==> src/rtl/shift_pkg.sv <==
// Shared definitions for the iterative and combinational shifter blocks.
// Holds FSM state encoding, default widths and shift-op codes.
package shift_pkg;

   localparam int DEF_WIDTH   = 8;
   localparam int DEF_SHAMT_W = 3;

   typedef enum logic [1:0] {
      IDLE  = 2'b00,
      SHIFT = 2'b01,
      DONE  = 2'b10
   } state_t;

   typedef enum logic [1:0] {
      OP_LSL = 2'b00,
      OP_LSR = 2'b01,
      OP_ASR = 2'b10
   } shift_op_t;

endpackage

==> src/rtl/lsl1_step.sv <==
// Single-bit left shift step: next data, bit shifted out of the MSB,
// and whether this step flips the sign bit.
module lsl1_step #(
   parameter int WIDTH = 8
) (
   input  logic [WIDTH-1:0] d,
   output logic [WIDTH-1:0] nxt,
   output logic             carry,
   output logic             ovf_bit
);

   assign nxt     = {d[WIDTH-2:0], 1'b0};
   assign carry   = d[WIDTH-1];
   assign ovf_bit = d[WIDTH-1] ^ d[WIDTH-2];

endmodule

==> src/rtl/lsl8_seq.sv <==
// Iterative shift-left unit, one bit per clock under start/done.
// Tracks last carry out and sticky signed overflow.
module lsl8_seq
   import shift_pkg::*;
#(
   parameter int WIDTH   = DEF_WIDTH,
   parameter int SHAMT_W = DEF_SHAMT_W
) (
   input  logic               clk,
   input  logic               reset_n,
   input  logic               start,
   input  logic [WIDTH-1:0]   d_in,
   input  logic [SHAMT_W-1:0] shamt,
   output logic [WIDTH-1:0]   d_out,
   output logic               c_out,
   output logic               ovf,
   output logic               busy,
   output logic               done
);

   state_t             state;
   state_t             state_nxt;
   logic [WIDTH-1:0]   d_reg;
   logic [SHAMT_W-1:0] cnt;
   logic               c_reg;
   logic               ovf_reg;

   logic [WIDTH-1:0]   step_d;
   logic               step_c;
   logic               step_ovf;

   lsl1_step #(.WIDTH(WIDTH)) u_step (
      .d       (d_reg),
      .nxt     (step_d),
      .carry   (step_c),
      .ovf_bit (step_ovf)
   );

   always_ff @(posedge clk or negedge reset_n) begin
      if (!reset_n) state <= IDLE;
      else          state <= state_nxt;
   end

   always_comb begin
      state_nxt = state;
      unique case (state)
         IDLE: begin
            if (start)
               state_nxt = (shamt != '0) ? SHIFT : DONE;
         end
         SHIFT: begin
            if (cnt == SHAMT_W'(1))
               state_nxt = DONE;
         end
         DONE:    state_nxt = IDLE;
         default: state_nxt = IDLE;
      endcase
   end

   always_comb begin
      busy = 1'b0;
      done = 1'b0;
      unique case (state)
         SHIFT: busy = 1'b1;
         DONE: begin
            busy = 1'b1;
            done = 1'b1;
         end
         default: ;
      endcase
   end

   // Datapath: capture on accepted start, step while shifting, else hold.
   always_ff @(posedge clk or negedge reset_n) begin
      if (!reset_n) begin
         d_reg   <= '0;
         cnt     <= '0;
         c_reg   <= 1'b0;
         ovf_reg <= 1'b0;
      end else begin
         unique case (state)
            IDLE: begin
               if (start) begin
                  d_reg   <= d_in;
                  cnt     <= shamt;
                  c_reg   <= 1'b0;
                  ovf_reg <= 1'b0;
               end
            end
            SHIFT: begin
               d_reg   <= step_d;
               c_reg   <= step_c;
               ovf_reg <= ovf_reg | step_ovf;
               cnt     <= cnt - SHAMT_W'(1);
            end
            default: ;
         endcase
      end
   end

   assign d_out = d_reg;
   assign c_out = c_reg;
   assign ovf   = ovf_reg;

endmodule

==> config.mk <==
export PLATFORM = sky130hd
export DESIGN_NAME = lsl8_seq
export DESIGN_NICKNAME = d
export VERILOG_FILES = /design/src/rtl/shift_pkg.sv /design/src/rtl/lsl1_step.sv /design/src/rtl/lsl8_seq.sv
export SDC_FILE = /design/constraint.sdc
export NUM_CORES = 1
export LEC_CHECK = 0
export CAP_MARGIN = 5
export CORE_ASPECT_RATIO = 1.25
export CORE_MARGIN = 1.5
export CORE_UTILIZATION = 44
export CTS_CLUSTER_DIAMETER = 30
export CTS_CLUSTER_SIZE = 10
export DETAILED_ROUTE_END_ITERATION = 8
export GPL_TIMING_DRIVEN = 1
export HOLD_SLACK_MARGIN = 0.03
export PLACE_DENSITY = 0.84
export SYNTH_ARGS = -nofsm -noshare
export SYNTH_HDL_FRONTEND = slang
export SYNTH_SLANG_ARGS = --single-unit
export TNS_END_PERCENT = 30
==> constraint.sdc <==
create_clock -name clk -period 1.9 [get_ports clk]
set_clock_uncertainty 0.15 [all_clocks]
set_input_delay 0.475 -clock clk [delete_from_list [all_inputs] [get_ports clk]]
set_output_delay 0.475 -clock clk [all_outputs]
set_load 0.005 [all_outputs]
Word-level counts from Yosys, hierarchy flattened
Index checks and enable logic that the tools add are counted.
{ "word_totals": {"ff_bits": 15, "wordCells": 32} }
{ "classes": {"add_sub_neg": 1, "reduce_logical": 6, "muxes": 13, "bitwise_logic": 2, "n_eq_ne": 5} }
{ "ops": {"columns": ["operator", "n"], "rows": [
  ["8-bit one-hot mux with 2 select lines", 1],
  ["8-bit two-way mux", 1],
  ["2-bit two-way mux", 3],
  ["3-bit one-hot mux with 2 select lines", 1],
  ["2-bit != test (second input constant)", 2],
  ["1-bit one-hot mux with 2 select lines", 2],
  ["2-bit one-hot mux with 2 select lines", 1],
  ["2-bit AND reduction", 2],
  ["3-bit by 1-bit == test with 1-bit output (second input constant)", 1],
  ["1-bit two-way mux", 3],
  ["3-bit two-way mux", 1],
  ["3-bit nonzero test", 1],
  ["3-bit by 1-bit subtractor with 3-bit output (second input constant)", 1],
  ["2-bit by 1-bit == test with 1-bit output (second input constant)", 1],
  ["2-bit == test (second input constant)", 1],
  ["2-bit logical NOT", 1],
  ["2-bit nonzero test", 1],
  ["2-bit OR reduction", 1],
  ["1-bit OR", 1],
  ["1-bit XOR", 1]
]} }

Depth between registers and ports, before layout
{ "depth": {"depth_word": 4, "mapped_depth": 7, "mapped_depth_nobuf": 5} }

Cells and area by module
A second synthesis with hierarchy kept.
{ "unflattened": {"cells_unflattened": 95, "hier_area_um2": 900.9} }
{ "modules_own_cells": {"columns": ["mod", "cells_per_inst", "area_each_um2", "instances"], "rows": [
  ["lsl8_seq", 84, 820.8, 1],
  ["lsl1_step", 11, 80.1, 1]
]} }

Worst setup path before layout
OpenSTA, ideal clock, no wires.
{ "synth_path": {"path_type": "reg-to-reg", "from": "register state[0]", "to": "register cnt[2]", "period_less_slack_ns": 1.594, "path_stages_with_launch": 6, "path_slack_ns": 0.306, "arrival_time_ns": 1.321, "n_path_buf": 0, "required_time_ns": 1.626, "path_cell_list": "dfrtp_1 > inv_1 > ha_1 > mux2i_4 > nor3_1 > a211o_1"} }
{ "synth_via": {"elab_chain_len": 3, "elab_cells_between_ends": 6, "cone_classes": "eq/ne: 2; mux: 1; reduce/logical: 3"} }
{ "synth_lines": {"columns": ["element", "line", "rtl"], "rows": [
  ["start: declaration", "lsl8_seq.sv:21", "state_t state;"],
  ["start signal: assignment", "lsl8_seq.sv:41", "else state <= state_nxt;"],
  ["2-bit by 1-bit == test with 1-bit output or 2-bit logical NOT (tied branches)", "lsl8_seq.sv:81", "unique case (state)"],
  ["2-bit nonzero test (no line) or 2-bit != test (tied branches)", null, null],
  ["2-bit AND reduction (no line)", null, null],
  ["end signal: assignment", "lsl8_seq.sv:85", "cnt <= shamt;"],
  ["end signal: assignment", "lsl8_seq.sv:94", "cnt <= cnt - SHAMT_W'(1);"],
  ["end: declaration", "lsl8_seq.sv:24", "logic [SHAMT_W-1:0] cnt;"]
]} }
Parallel ways exist; a longest one is shown, timed or not.
A chain may end at the register's enable or synchronous reset.

Worst setup path after layout
{ "layout_path": {"from": "register d_reg[6], in the netlist d_out[6]", "to": "output port d_out[6]"} }
{ "layout_lines": {"columns": ["element", "line", "rtl"], "rows": [
  ["start: declaration", "lsl8_seq.sv:23", "logic [WIDTH-1:0] d_reg;"],
  ["start signal: assignment", "lsl8_seq.sv:84", "d_reg <= d_in;"],
  ["start signal: assignment", "lsl8_seq.sv:91", "d_reg <= step_d;"],
  ["end: declaration", "lsl8_seq.sv:14", "output logic [WIDTH-1:0] d_out,"]
]} }
No word-level cell between the ends.

==> key figures <==
Outcome
  • Status: complete, no violations

Setup path
  • CP Cell Sequence: clkdlybuf4s50_1
  • Reg2reg path depth: 6
  • WP depth: 1
  • WS Path Type: flop to output pin
  • Delay-heaviest family, CP: buffers and inverters
  • CP Launch Type: flop
  • Required time of the worst setup path: between 1 and 1.5 ns
  • Crit Path Max Fanout: 4
  • Setup crit end kind: output pin
  • CP bufs+invs: 1
  • Worst path max stage delay: ~0.52 ns
  • WP data arrival: 1.21 ns
  • CP max-delay cell: clkdlybuf4s50_1
  • Reg2Reg Setup Slack: roughly 0.17 ns

Floorplanning
  • Row count: 17
  • Height of the die: around 50 um
  • Die Area: 2090 um2
  • I/O pin cnt: 26
  • Core outline area: 1740 um2
  • Initial core utilization: a little under half
  • Die X: ~41 um

Clocking
  • CTS Buffer Depth: 2
  • Clock transition at the registers of the reported paths: ~0.09 ns
  • Clock sinks: 15
  • Post-CTS Hold Fix Bufs: 0
  • H-tree depth: 1
  • CTS root buffer: clkbuf_4
  • CTS tree: done
  • Later-pin clock latency in the skew report: a little under 0.3 ns
  • Num CTS Buffers: 3

STA
  • Slew of the pin with the lowest slew margin: 0.321 ns
  • Tcrit/Tclk final: 96.8%
  • Rel. slew slack: between 70% and 80%
  • Slew Viols, Final: 0
  • Hold violation total from the final report: 0
  • RSZ-0062 raised after global routing: yes
  • Period minus WS final: between 1.5 and 2 ns
  • Max frequency: roughly 0.54 GHz
  • Final Setup Violations: 0

Power and ir drop
  • Pwr/cell area: around 1500 nW/um2
  • Clock network fraction of design power: 10.6%
  • Logic pwr share: a little under three fifths
  • Peak VDD IR: approximately 0.77 mV
  • Psw: ~0.63 mW
  • LEAKAGE: ~0.5 nW
  • P_int: 1.09 mW
  • Flop pwr share: between 30% and 40%
  • Final Total Pwr: around 1.7 mW
  • Switch share: 36.8%

Logic synthesis
  • Post-synth EDFFs: 0
  • Avg Synthesized Cell Area: 9.92 um2
  • Sequential area share after synthesis: a little under half
  • Synth warnings: 0
  • Syn nets: 100
  • Synth Cell Area: between 800 and 900 um2
  • Top FF cell, synth: dfrtp_1
  • Netlist cell types: 22
  • Number of synthesized register bits: 15
  • Ys async rst share: 100%
  • Synth Instances: 81

Cells and area
  • N_diodes: 0
  • Max reg flops: 8
  • Most frequent cells in the layout: clkdlybuf4s50_1 (23), dfrtp_1 (15), nand2_1 (13), o21ai_0 (13)
  • Register area: between 300 and 400 um2
  • Final instance area: 1130 um2
  • Fillcell total: roughly 170
  • Layout cells sized above 1: a little over an eighth
  • Nets: between 100 and 150
  • Post-layout util: roughly two thirds
  • Area occupied by multi-input gates: about 380 um2
  • Commonest non-fill, non-tap cell in the layout: clkdlybuf4s50_1
  • Synth-to-layout area growth: 41.0%

Placed design
  • I/O Buffers: 25
  • Post-DP Area: roughly 1100 um2
  • Dpl hpwl: ~1300 um
  • Gpl congestion: 0.723

GRT
  • Gr usage total: a little under a fifth
  • Largest net degree at the start of global routing: 16
  • Vias in the first global route: around 700
  • First-pass GRT wire length: around 2700 um
  • Initial antenna violation count: 0
  • Gr ovfl total: 0

Drt
  • Drt initial violations: 6
  • DRT Pass-1 Iters: 4
  • Vias per cell: roughly 5.3
  • Via count: slightly below 700
  • Total routed wirelength: between 1500 and 2000 um
  • DRC: 0
  • Detail Route Antenna Nets: 0
  • Drt wl/cell: roughly 13 um

Flow run
  • Max Cap Viol: 0

Worst hold path
  • Hold Path Class: input port to asynchronous set/reset pin
worst paths after layout:
kind,to,start
worst max-delay path,d_out[6],d_out[6]
worst min-delay path,c_out,reset_n
worst max register to register,cnt[0],state[1]
worst min register to register,cnt[1],cnt[1]
max in group asynchronous,d_out[0],reset_n
min in group clk,cnt[1],cnt[1]
cell type report:
| cell class | instances | share of cell area, % |
|---|---|---|
| inverters | 6 | 1.99 |
| repair buffers | 32 | 26.7 |
| clock inverters | 1 | 0.442 |
| multi-input cells | 55 | 33.6 |
| flip-flops and latches | 15 | 33.1 |
| clock buffers | 3 | 1.99 |
| well taps | 19 | 2.10 |
cells in the mapped netlist, types with 2 or more instances:
cell | instances | area [um2]
dfrtp_1 | 15 | 375
nand2_1 | 13 | 48.8
o21ai_0 | 13 | 65.1
mux2i_1 | 7 | 70.1
inv_1 | 6 | 22.5
ha_1 | 5 | 62.6
buf_2 | 4 | 20.0
a21oi_1 | 3 | 15.0
nor2_1 | 2 | 7.51
power by group through the flow:
| stage | sequential [mW] | clock [mW] | combinational, mW |
|---|---|---|---|
| 6_report | 0.591 | 0.182 | 0.949 |
| 5_1_grt | 0.616 | 0.200 | 1.06 |
| 4_1_cts | 0.592 | 0.185 | 0.950 |
| 3_5_place_dp | 0.597 | 0 | 0.946 |
| 3_3_place_gp | 0.589 | 0 | 0.923 |
| 2_1_floorplan | 0.587 | 0 | 0.530 |
per-stage QoR:
| stage | TNS [ns] | hold WS (ns) | setup WS, ns | std cells |
|---|---|---|---|---|
| 2_1_floorplan | 0 | 0.0294 | 0.306 | 81 |
| 3_3_place_gp | 0 | 0.322 | 0.106 | 126 |
| 3_5_place_dp | 0 | 0.331 | 0.0457 | 126 |
| 4_1_cts | 0 | 0.347 | 0.0238 | 131 |
| 5_1_grt | -0.00820 | 0.372 | -0.00820 | 131 |
| 6_report | 0 | 0.341 | 0.0611 | 131 |
repair_timing:
item                                    in CTS  in global routing
endpoints found under the setup margin       2                  3
resized for setup                            3                  4
setup buffers                                1                  0
kinds of logic after synthesis:
family                     after synthesis  synth area share, %
AOI/OAI and AO/OA                       22                 16.5
buffers and inverters                   11                 6.23
and+or+nand+nor                         19                 10.1
muxes                                    8                 11.5
xor gates and xnor gates                 1                 1.09
DFF                                     15                 46.7
adders and majority gates                5                 7.79
layer usage:
layer	track usage, %	vias to the layer above	part of all wire, %
li1	-	339	-
met1	21.1	332	41
met2	33.9	20	52
met3	1.33	4	5.4
met4	9.68	0	1.4
met5	0	-	0
Power figures use the tool's default switching activity.
